<file path="config.mk">
export PLATFORM = sky130hd
export DESIGN_NAME = cfi_violation_logger_flat
export DESIGN_NICKNAME = d
export VERILOG_FILES = /design/src/rtl/cfi_pkg.sv /design/src/rtl/cfi_violation_logger_if.sv /design/src/rtl/cfi_log_fifo.sv /design/src/rtl/cfi_violation_logger.sv /design/src/flat_wrapper.sv
export SDC_FILE = /design/constraint.sdc
export NUM_CORES = 1
export LEC_CHECK = 0
export BUFFER_PORTS_ARGS = -buffer_cell sky130_fd_sc_hd__buf_2
export CAP_MARGIN = 5
export CORE_ASPECT_RATIO = 0.9
export CORE_MARGIN = 2
export CORE_UTILIZATION = 64
export CTS_CLUSTER_DIAMETER = 80
export CTS_CLUSTER_SIZE = 10
export DETAILED_ROUTE_END_ITERATION = 10
export GPL_ROUTABILITY_DRIVEN = 0
export GPL_TIMING_DRIVEN = 0
export PLACE_DENSITY = 0.92
export SYNTH_ARGS = -nofsm -noshare
export SYNTH_HDL_FRONTEND = slang
export SYNTH_SLANG_ARGS = --single-unit
</file>
<file path="constraint.sdc">
create_clock -name clk_i -period 3.2 [get_ports clk_i]
set_input_delay 0.48 -clock clk_i [delete_from_list [all_inputs] [get_ports clk_i]]
set_output_delay 0.48 -clock clk_i [all_outputs]
set_load 0.01 [all_outputs]
</file>
<file path="src/rtl/cfi_pkg.sv">
// Shared types for the CFI violation logger: entry layout, violation kind
// and the overflow-tracking FSM encoding.
package cfi_pkg;

    localparam int CFI_PC_W  = 64;
    localparam int CFI_TS_W  = 32;
    localparam int CFI_CNT_W = 16;
    localparam int CFI_DEPTH = 4;

    typedef enum logic {
        CFI_CALL = 1'b0,
        CFI_RET  = 1'b1
    } cfi_kind_e;

    typedef struct packed {
        logic [CFI_PC_W-1:0] pc;
        cfi_kind_e           kind;
        logic [CFI_TS_W-1:0] ts;
    } cfi_log_entry_t;

    typedef enum logic {
        NORMAL   = 1'b0,
        OVERFLOW = 1'b1
    } cfi_fsm_e;

endpackage

</file>
<file path="src/rtl/cfi_violation_logger_if.sv">
// Violation input and log read port of the CFI violation logger.
// master = checker/software side, slave = the logger.
interface cfi_violation_logger_if #(
    parameter int PC_W = 64,
    parameter int TS_W = 32
);
    logic            cfi_valid;
    logic            cfi_kind;
    logic [PC_W-1:0] cfi_pc;
    logic            rd_valid;
    logic            rd_ready;
    logic [PC_W-1:0] rd_pc;
    logic            rd_kind;
    logic [TS_W-1:0] rd_ts;

    modport master (
        output cfi_valid, cfi_kind, cfi_pc, rd_ready,
        input  rd_valid, rd_pc, rd_kind, rd_ts
    );

    modport slave (
        input  cfi_valid, cfi_kind, cfi_pc, rd_ready,
        output rd_valid, rd_pc, rd_kind, rd_ts
    );
endinterface

</file>
<file path="src/rtl/cfi_log_fifo.sv">
// Generic DEPTH-entry synchronous FIFO. Pointers carry one extra wrap bit
// so full/empty fall out of a plain compare. Read data is zero when empty.
// A push into a full FIFO is only taken when a pop frees the head slot in
// the same cycle; clear has priority over push and pop.
module cfi_log_fifo #(
    parameter int DEPTH = 4,
    parameter int WIDTH = 97
) (
    input  logic             clk_i,
    input  logic             rst_ni,
    input  logic             clear_i,
    input  logic             push_i,
    input  logic [WIDTH-1:0] wdata_i,
    input  logic             pop_i,
    output logic [WIDTH-1:0] rdata_o,
    output logic             full_o,
    output logic             empty_o
);
    localparam int AW    = $clog2(DEPTH);
    localparam int PTR_W = AW + 1;

    logic [PTR_W-1:0] wptr_q, wptr_d;
    logic [PTR_W-1:0] rptr_q, rptr_d;
    logic [WIDTH-1:0] mem_q [DEPTH];
    logic [WIDTH-1:0] mem_d [DEPTH];
    logic             pop_ok;
    logic             push_ok;

    assign empty_o = (wptr_q == rptr_q);
    assign full_o  = (wptr_q[AW] != rptr_q[AW]) && (wptr_q[AW-1:0] == rptr_q[AW-1:0]);
    assign pop_ok  = pop_i & ~empty_o;
    assign push_ok = push_i & (~full_o | pop_ok);
    assign rdata_o = empty_o ? '0 : mem_q[rptr_q[AW-1:0]];

    // Next pointers and storage; clear rewinds both pointers.
    always_comb begin
        wptr_d = wptr_q;
        rptr_d = rptr_q;
        mem_d  = mem_q;
        if (clear_i) begin
            wptr_d = '0;
            rptr_d = '0;
        end else begin
            if (push_ok) begin
                mem_d[wptr_q[AW-1:0]] = wdata_i;
                wptr_d = wptr_q + PTR_W'(1);
            end
            if (pop_ok) begin
                rptr_d = rptr_q + PTR_W'(1);
            end
        end
    end

    // Pointer and storage registers.
    always_ff @(posedge clk_i or negedge rst_ni) begin
        if (!rst_ni) begin
            wptr_q <= '0;
            rptr_q <= '0;
            for (int i = 0; i < DEPTH; i++) begin
                mem_q[i] <= '0;
            end
        end else begin
            wptr_q <= wptr_d;
            rptr_q <= rptr_d;
            mem_q  <= mem_d;
        end
    end

endmodule

</file>
<file path="src/rtl/cfi_violation_logger.sv">
// CFI violation logger: captures violation pulses from the commit-stage
// checker into a small FIFO with a timestamp, counts accepted and dropped
// violations, and raises a level interrupt while entries are pending.
//
// state    | meaning
// ---------+-----------------------------------------------------------
// NORMAL   | no violation has been lost since the log last went empty
// OVERFLOW | at least one violation was dropped; left once the log has
//          | drained empty with no new entry arriving
module cfi_violation_logger
    import cfi_pkg::*;
#(
    parameter int DEPTH = CFI_DEPTH,
    parameter int PC_W  = CFI_PC_W,
    parameter int TS_W  = CFI_TS_W,
    parameter int CNT_W = CFI_CNT_W
) (
    input  logic                        clk_i,
    input  logic                        rst_ni,
    input  logic                        en_i,
    input  logic                        clear_i,
    cfi_violation_logger_if.slave       bus,
    output logic [CNT_W-1:0]            total_cnt_o,
    output logic [CNT_W-1:0]            drop_cnt_o,
    output logic                        overflow_o,
    output logic                        irq_o
);
    localparam int EW = PC_W + 1 + TS_W;
    localparam logic [CNT_W-1:0] CNT_MAX = '1;

    logic [TS_W-1:0]  ts_q, ts_d;
    logic [CNT_W-1:0] total_q, total_d;
    logic [CNT_W-1:0] drop_q, drop_d;
    cfi_fsm_e         state_q, state_d;

    logic             ev;
    logic             pop;
    logic             push;
    logic             drop;
    logic             fifo_full;
    logic             fifo_empty;
    logic [EW-1:0]    wdata;
    logic [EW-1:0]    rdata;

    assign ev    = bus.cfi_valid & en_i & ~clear_i;
    assign pop   = ~fifo_empty & bus.rd_ready;
    assign push  = ev & (~fifo_full | pop);
    assign drop  = ev & fifo_full & ~pop;
    assign wdata = {bus.cfi_pc, bus.cfi_kind, ts_q};

    cfi_log_fifo #(
        .DEPTH (DEPTH),
        .WIDTH (EW)
    ) u_fifo (
        .clk_i   (clk_i),
        .rst_ni  (rst_ni),
        .clear_i (clear_i),
        .push_i  (push),
        .wdata_i (wdata),
        .pop_i   (pop),
        .rdata_o (rdata),
        .full_o  (fifo_full),
        .empty_o (fifo_empty)
    );

    assign bus.rd_valid                        = ~fifo_empty;
    assign {bus.rd_pc, bus.rd_kind, bus.rd_ts} = rdata;

    assign total_cnt_o = total_q;
    assign drop_cnt_o  = drop_q;
    assign overflow_o  = (state_q == OVERFLOW);
    assign irq_o       = ~fifo_empty & en_i;

    // Free-running timestamp and saturating counters; clear leaves ts alone.
    always_comb begin
        ts_d    = ts_q + TS_W'(1);
        total_d = total_q;
        drop_d  = drop_q;
        if (clear_i) begin
            total_d = '0;
            drop_d  = '0;
        end else begin
            if (ev && total_q != CNT_MAX) begin
                total_d = total_q + CNT_W'(1);
            end
            if (drop && drop_q != CNT_MAX) begin
                drop_d = drop_q + CNT_W'(1);
            end
        end
    end

    // Overflow tracking: enter on a drop, leave once drained with no push.
    always_comb begin
        state_d = state_q;
        if (clear_i) begin
            state_d = NORMAL;
        end else begin
            case (state_q)
                NORMAL:   if (drop) state_d = OVERFLOW;
                OVERFLOW: if (fifo_empty && !push) state_d = NORMAL;
                default:  state_d = NORMAL;
            endcase
        end
    end

    // Timestamp, counter and FSM registers.
    always_ff @(posedge clk_i or negedge rst_ni) begin
        if (!rst_ni) begin
            ts_q    <= '0;
            total_q <= '0;
            drop_q  <= '0;
            state_q <= NORMAL;
        end else begin
            ts_q    <= ts_d;
            total_q <= total_d;
            drop_q  <= drop_d;
            state_q <= state_d;
        end
    end

endmodule
</file>
<file path="src/flat_wrapper.sv">
// flat-port wrapper written by rule: the top's interface ports become plain ports
module cfi_violation_logger_flat import cfi_pkg::*;
#(
    parameter int DEPTH = CFI_DEPTH,
    parameter int PC_W  = CFI_PC_W,
    parameter int TS_W  = CFI_TS_W,
    parameter int CNT_W = CFI_CNT_W
)
  (clk_i, rst_ni, en_i, clear_i, total_cnt_o, drop_cnt_o, overflow_o, irq_o, bus_cfi_valid, bus_cfi_kind, bus_cfi_pc, bus_rd_ready, bus_rd_valid, bus_rd_pc, bus_rd_kind, bus_rd_ts);
  cfi_violation_logger_if #(.PC_W(PC_W), .TS_W(TS_W)) bus_i ();
  input  logic clk_i;
  input  logic rst_ni;
  input  logic en_i;
  input  logic clear_i;
  output logic [CNT_W-1:0] total_cnt_o;
  output logic [CNT_W-1:0] drop_cnt_o;
  output logic overflow_o;
  output logic irq_o;
  input wire logic [$bits(bus_i.cfi_valid)-1:0] bus_cfi_valid;
  input wire logic [$bits(bus_i.cfi_kind)-1:0] bus_cfi_kind;
  input wire logic [$bits(bus_i.cfi_pc)-1:0] bus_cfi_pc;
  input wire logic [$bits(bus_i.rd_ready)-1:0] bus_rd_ready;
  output wire logic [$bits(bus_i.rd_valid)-1:0] bus_rd_valid;
  output wire logic [$bits(bus_i.rd_pc)-1:0] bus_rd_pc;
  output wire logic [$bits(bus_i.rd_kind)-1:0] bus_rd_kind;
  output wire logic [$bits(bus_i.rd_ts)-1:0] bus_rd_ts;
  assign bus_i.cfi_valid = bus_cfi_valid;
  assign bus_i.cfi_kind = bus_cfi_kind;
  assign bus_i.cfi_pc = bus_cfi_pc;
  assign bus_i.rd_ready = bus_rd_ready;
  assign bus_rd_valid = bus_i.rd_valid;
  assign bus_rd_pc = bus_i.rd_pc;
  assign bus_rd_kind = bus_i.rd_kind;
  assign bus_rd_ts = bus_i.rd_ts;
  cfi_violation_logger #(.DEPTH(DEPTH), .PC_W(PC_W), .TS_W(TS_W), .CNT_W(CNT_W)) u_core (.clk_i(clk_i), .rst_ni(rst_ni), .en_i(en_i), .clear_i(clear_i), .bus(bus_i), .total_cnt_o(total_cnt_o), .drop_cnt_o(drop_cnt_o), .overflow_o(overflow_o), .irq_o(irq_o));
endmodule
</file>
== After elaboration in Yosys (flattened, before gate mapping) ==
Cells that the tools add are included.

* Output and inout bits: 132
* Word-level logic and storage cells: 71
* Register bits after elaboration: 459

* $add $sub $neg: 5
* Magnitude comparators: 3
* Reduce and logical (&&, ||, !) cells: 11
* Bitwise logic cells: 18
* Equality and inequality tests: 5
* Mux-type cells: 19

{| class="wikitable"
|+ Operator list
! cell !! count
|-
| $bwmux 388 || 1
|-
| $mux 97 || 4
|-
| $bmux 97 s2 || 1
|-
| $demux 97 s2 || 1
|-
| $mux 16 || 4
|-
| $add 16x1->16 const B || 2
|-
| $add 32x1->32 const B || 1
|-
| $ne 16x16->1 const B || 2
|-
| $mux 3 || 4
|-
| $and 1x1->1 || 9
|-
| $reduce_bool 2->1 || 4
|-
| $add 3x1->3 const B || 2
|-
| $ge 3x3->1 const B || 2
|-
| $not 2->3 || 2
|-
| $logic_and 1x1->1 || 5
|-
| $not 1->1 || 5
|-
| $eq 3x3->1 || 1
|-
| $lt 3x1->1 const B || 1
|-
| $mux 1 || 3
|-
| $eq 2x2->1 || 1
|-
| $or 1x1->1 || 2
|-
| $pmux 1 s2 || 1
|-
| $reduce_and 2->1 || 1
|-
| $logic_not 1->1 || 1
|-
| $ne 1x1->1 || 1
|}

== Logic depth before layout (Yosys ltp) ==
* Word-level depth: 10
* Depth in mapped cells: 8
* Mapped depth without buffers: 6

== By module ==
From an unflattened synthesis, not the netlist that was laid out.

* Cells, all modules: 1,432
* Area, all modules: 21,270.4 um^2

{| class="wikitable"
|+ By module, submodules not included
! module !! seq. area each (um^2) !! area an instance (um^2) !! cells each !! times used
|-
| cfi_log_fifo || 9,859.5 || 17,913.4 || 1,099 || 1
|-
| cfi_violation_logger || 1,626.6 || 3,357.0 || 333 || 1
|}

== Worst setup path before layout ==
Ideal clock, no wire load.

* Path type: flip-flop to output port
* From: register u_core.u_fifo.rptr_q[0]
* To: output port bus_rd_pc[34]
* Arrival: 1.809 ns
* Buffers on the path: 3
* Data required time: 2.720 ns
* Stages on the path, launching flop included: 6
* Setup slack: 0.911 ns
* Path through: dfrtp_1 buf_2 buf_2 buf_2 mux4_2 and2_1

* Longest elaborated chain between the ends: 5

{| class="wikitable"
|+ RTL lines
! item !! RTL line !! RTL
|-
| start: declaration || cfi_log_fifo.sv:23 || <nowiki>logic [PTR_W-1:0] rptr_q, rptr_d;</nowiki>
|-
| start signal: assignment || cfi_log_fifo.sv:64 || <nowiki>rptr_q <= rptr_d;</nowiki>
|-
| $not 2->3 (not written as such) || cfi_log_fifo.sv:33 || <nowiki>assign rdata_o = empty_o ? '0 : mem_q[rptr_q[AW-1:0]];</nowiki>
|-
| $bmux 97 s2 || cfi_log_fifo.sv:33 ||
|-
| $mux 97 (not written as such) (2 in series) || cfi_log_fifo.sv:33 ||
|-
| $mux 97 * || cfi_log_fifo.sv:33 ||
|-
| end: declaration || flat_wrapper.sv:24 || <nowiki>output wire logic [$bits(bus_i.rd_pc)-1:0] bus_rd_pc;</nowiki>
|}

Mark *: on every way between the ends. The rest lies on a longest branch, timed or not. The select of a mux whose other input is x is not followed.

== Worst setup path in the final report ==
* From: register u_core.u_fifo.rptr_q[1]
* To: output port bus_rd_pc[46]

The elaborated chain is that of the path after synthesis.

==> impl_metrics.json <==
{
  "synth.avg_cell_area_um2": 14.7,
  "finalCritPeriodShare_pct": 97.1,
  "start_util_pct": 64.9,
  "tightest_slew_ns": 0.924,
  "synth_top_area_share_pct": 55.5,
  "rr_endpoint": "u_core.u_fifo.mem_q[320]",
  "dpl_cell_area_um2": 22300,
  "synth_area_um2": 20700,
  "cts-root-buf": "clkbuf_16",
  "startpoint_type": "register",
  "avgRoutedWirePerCell_um": 22.0,
  "ys.flop_type": "dfrtp_1",
  "syn2layout_area_growth_pct": 14.9,
  "cts_tree": "done",
  "post-place-cells": 2030,
  "required_ns": 2.72,
  "fmax_ghz": 0.322,
  "seq_area_frac_synth_pct": 55.5,
  "htreeDepth": 2,
  "power_density_nw_per_um2": 604,
  "rrSetupSlack_ns": 0.15,
  "rr_startpoint": "u_core.u_fifo.rptr_q[1]",
  "num_vias": 12774,
  "drv_slew": 0,
  "finalNonFillerCells": 2089,
  "yosys-top-cells-area": "dfrtp_1 55%, mux2_2 21%, mux4_2 11%",
  "worst_slack_ns": 0.0913,
  "clock_skew_ns": 0.0202,
  "synth_top_area_cell": "dfrtp_1",
  "ys_warn_count": 0,
  "dpl.hpwl_um": 29700,
  "power_mw": 14.4,
  "antenna_found_initial": 5,
  "cts.sinks": 459,
  "fp.dieH_um": 175,
  "design_area_um2": 23800,
  "ant_nets": 0,
  "grt_pass1_wl_um": 75100,
  "fp.coreArea_um2": 31900,
  "async_flop_share_pct": 100,
  "setup_viol": 0,
  "hold_path_end": "u_core.u_fifo.mem_q[368]",
  "min_period_ns": 3.11,
  "rsz0062_at_grt": "false",
  "crit_type": "reg2out",
  "grt.overflow.total": 0,
  "ioPinCount": 203,
  "status": "finished clean",
  "grt_usage_pct": 28.0,
  "clock_latency_ns": 0.58,
  "hold_viol_final": 0,
  "vias_per_cell": 6.11,
  "ys_ff_latch": 459,
  "cap_violations": 0,
  "hold_class": "in2reg",
  "cp_max_fo": 10,
  "synth_edf_count": 0,
  "ir_drop_v": 0.000513,
  "dr.pass1.iters": 4,
  "final.fill_count": 1915,
  "postSynthNetCount": 1488,
  "end_kind": "output pin",
  "drive_above_1_share_pct": 47.2,
  "drt_iter0_markers": 677,
  "clockBufferDepth": 3,
  "final_nets": 1747,
  "path_clk_slew_ns": 0.06,
  "synth_cell_types": 43,
  "wl_um": 46000,
  "die_x_um": 194,
  "hp-start": "bus_cfi_pc[44]",
  "grt_pass1_vias": 13870,
  "worstRegToRegCells": 8,
  "port_buffers": 201,
  "cts_made_buffers": 51,
  "arrival_ns": 2.63,
  "p_leak_nw": 11.4,
  "num_rows": 62,
  "netlist_instances": 1409,
  "whs_path_depth": 2,
  "grt_max_degree": 134,
  "drc": 0,
  "design.die.area_um2": 33800,
  "max-slew-margin-rel_pct": 37.8,
  "pre_cts_ws_ns": 0.109
}
[cells in the final DEF (no fill, tap or decap), drive strengths merged, types with 5 or more instances in the layout]
cell | netlist | final
a21oi | 7 | 7
and2 | 101 | 101
buf | 58 | 257
clkbuf | 35 | 86
clkdlybuf4s15 | 0 | 5
dfrtp | 459 | 459
ha | 8 | 8
inv | 10 | 11
mux2 | 385 | 385
mux4 | 97 | 97
nand2 | 28 | 28
nand3 | 26 | 26
nand4 | 18 | 18
nor2 | 47 | 47
nor3 | 15 | 15
nor4 | 12 | 12
o21ai | 10 | 10
or3 | 5 | 5
xnor2 | 36 | 36
xor2 | 20 | 20
[worst max-delay path, stage by stage (launching register included)]
cell and delay (ns):
dfrtp_1 0.35, buf_2 0.31, buf_2 0.36, buf_2 0.36
mux4_2 0.35, and2_1 0.18, buf_2 0.14
[report_power, final]
| group | internal, mW | total, mW | switching [mW] |
|---|---|---|---|
| registers | 6.46 | 6.79 | 0.335 |
| logic | 1.41 | 2.59 | 1.18 |
| clock network | 2.81 | 4.99 | 2.18 |
| total | 10.7 | 14.4 | 3.69 |
[synthesized netlist by cell type (all sizes together), types with 2 or more instances]
cell and number:
o21ai 10, nand2b 2, nor3 15, nor2 47, xnor2 36, and4 3, nand4 18, and2 101
or2 2, ha 8, mux4 97, nor3b 2, mux2 385, a31oi 3, or4 2, nor4b 2
nand3 26, clkbuf 35, xor2 20, and3 2, a21oi 7, mux2i 3, nor2b 2, inv 10
nand2 28, nor4 12, buf 58, dfrtp 459, or3 5
[registers in the layout, indices dropped and copies added (netlist names)]
register,count
u_core.u_fifo.mem_q,388
u_core.ts_q,32
u_core.drop_cnt_o,16
u_core.total_cnt_o,16
u_core.u_fifo.rptr_q,3
u_core.u_fifo.wptr_q,3
u_core.overflow_o,1
[area by class of cell]
type	count	area (um2)	share of cell area [%]
flip-flops and latches	459	11500	48.3
multi-input cells	846	8790	36.9
clock buffers	52	1280	5.38
repair buffers	206	1140	4.78
well taps	416	520	2.19
plain buffers	94	475	2.00
clock inverters	3	55.1	0.231
inverters	10	37.5	0.158
diodes	3	7.51	0.0316
[through the flow]
stage / setup TNS, ns / util, % / hold slack [ns]
after floorplan: 0 / - / 0.184
after global placement: -3214.36 / 69.7 / 0.459
after detailed placement: 0 / 70.1 / 0.475
after CTS: 0 / 74.5 / 0.162
after global routing: 0 / 74.6 / 0.177
final: 0 / 74.6 / 0.181
[routing by layer]
layer / share of wire, % / GRT usage (%)
met1: 43 / 38.6
met2: 49 / 45.6
met4: 2.6 / 9.26
met3: 5.7 / 5.75
met5: 0.028 / 0
[cells by family (layout without fill, tap and decap cells)]
logic type | Yosys count | count (layout) | share of synthesized area [%]
mux | 485 | 485 | 31.6
compound gates | 24 | 24 | 0.659
simple gates | 273 | 273 | 7.27
flops | 459 | 459 | 55.5
fa+ha+maj | 8 | 8 | 0.484
other cells | 0 | 3 | 0
buf+inv | 104 | 365 | 2.08
xor+xnor | 56 | 56 | 2.37
[worst max-delay path by stage]
stage | startpoint | to | depth (start not counted)
final | u_core.u_fifo.rptr_q[1] | bus_rd_pc[46] | 6
after global routing | u_core.u_fifo.rptr_q[0] | bus_rd_ts[11] | 5
after CTS | u_core.u_fifo.rptr_q[1] | bus_rd_pc[55] | 6
after detailed placement | u_core.u_fifo.rptr_q[1] | bus_rd_pc[52] | 7
after global placement | rst_ni | u_core.u_fifo.mem_q[332] | 1
after floorplan | u_core.u_fifo.rptr_q[0] | bus_rd_pc[34] | 5
[timing repair]
action,in CTS,in global routing
hold buffers,1,0
gates cloned,0,0
setup endpoints to repair,89,121
buffers inserted,0,0
hold endpoints to repair,15,0
gates resized for setup,23,17
Note: power is estimated with default switching activity, not from simulation.
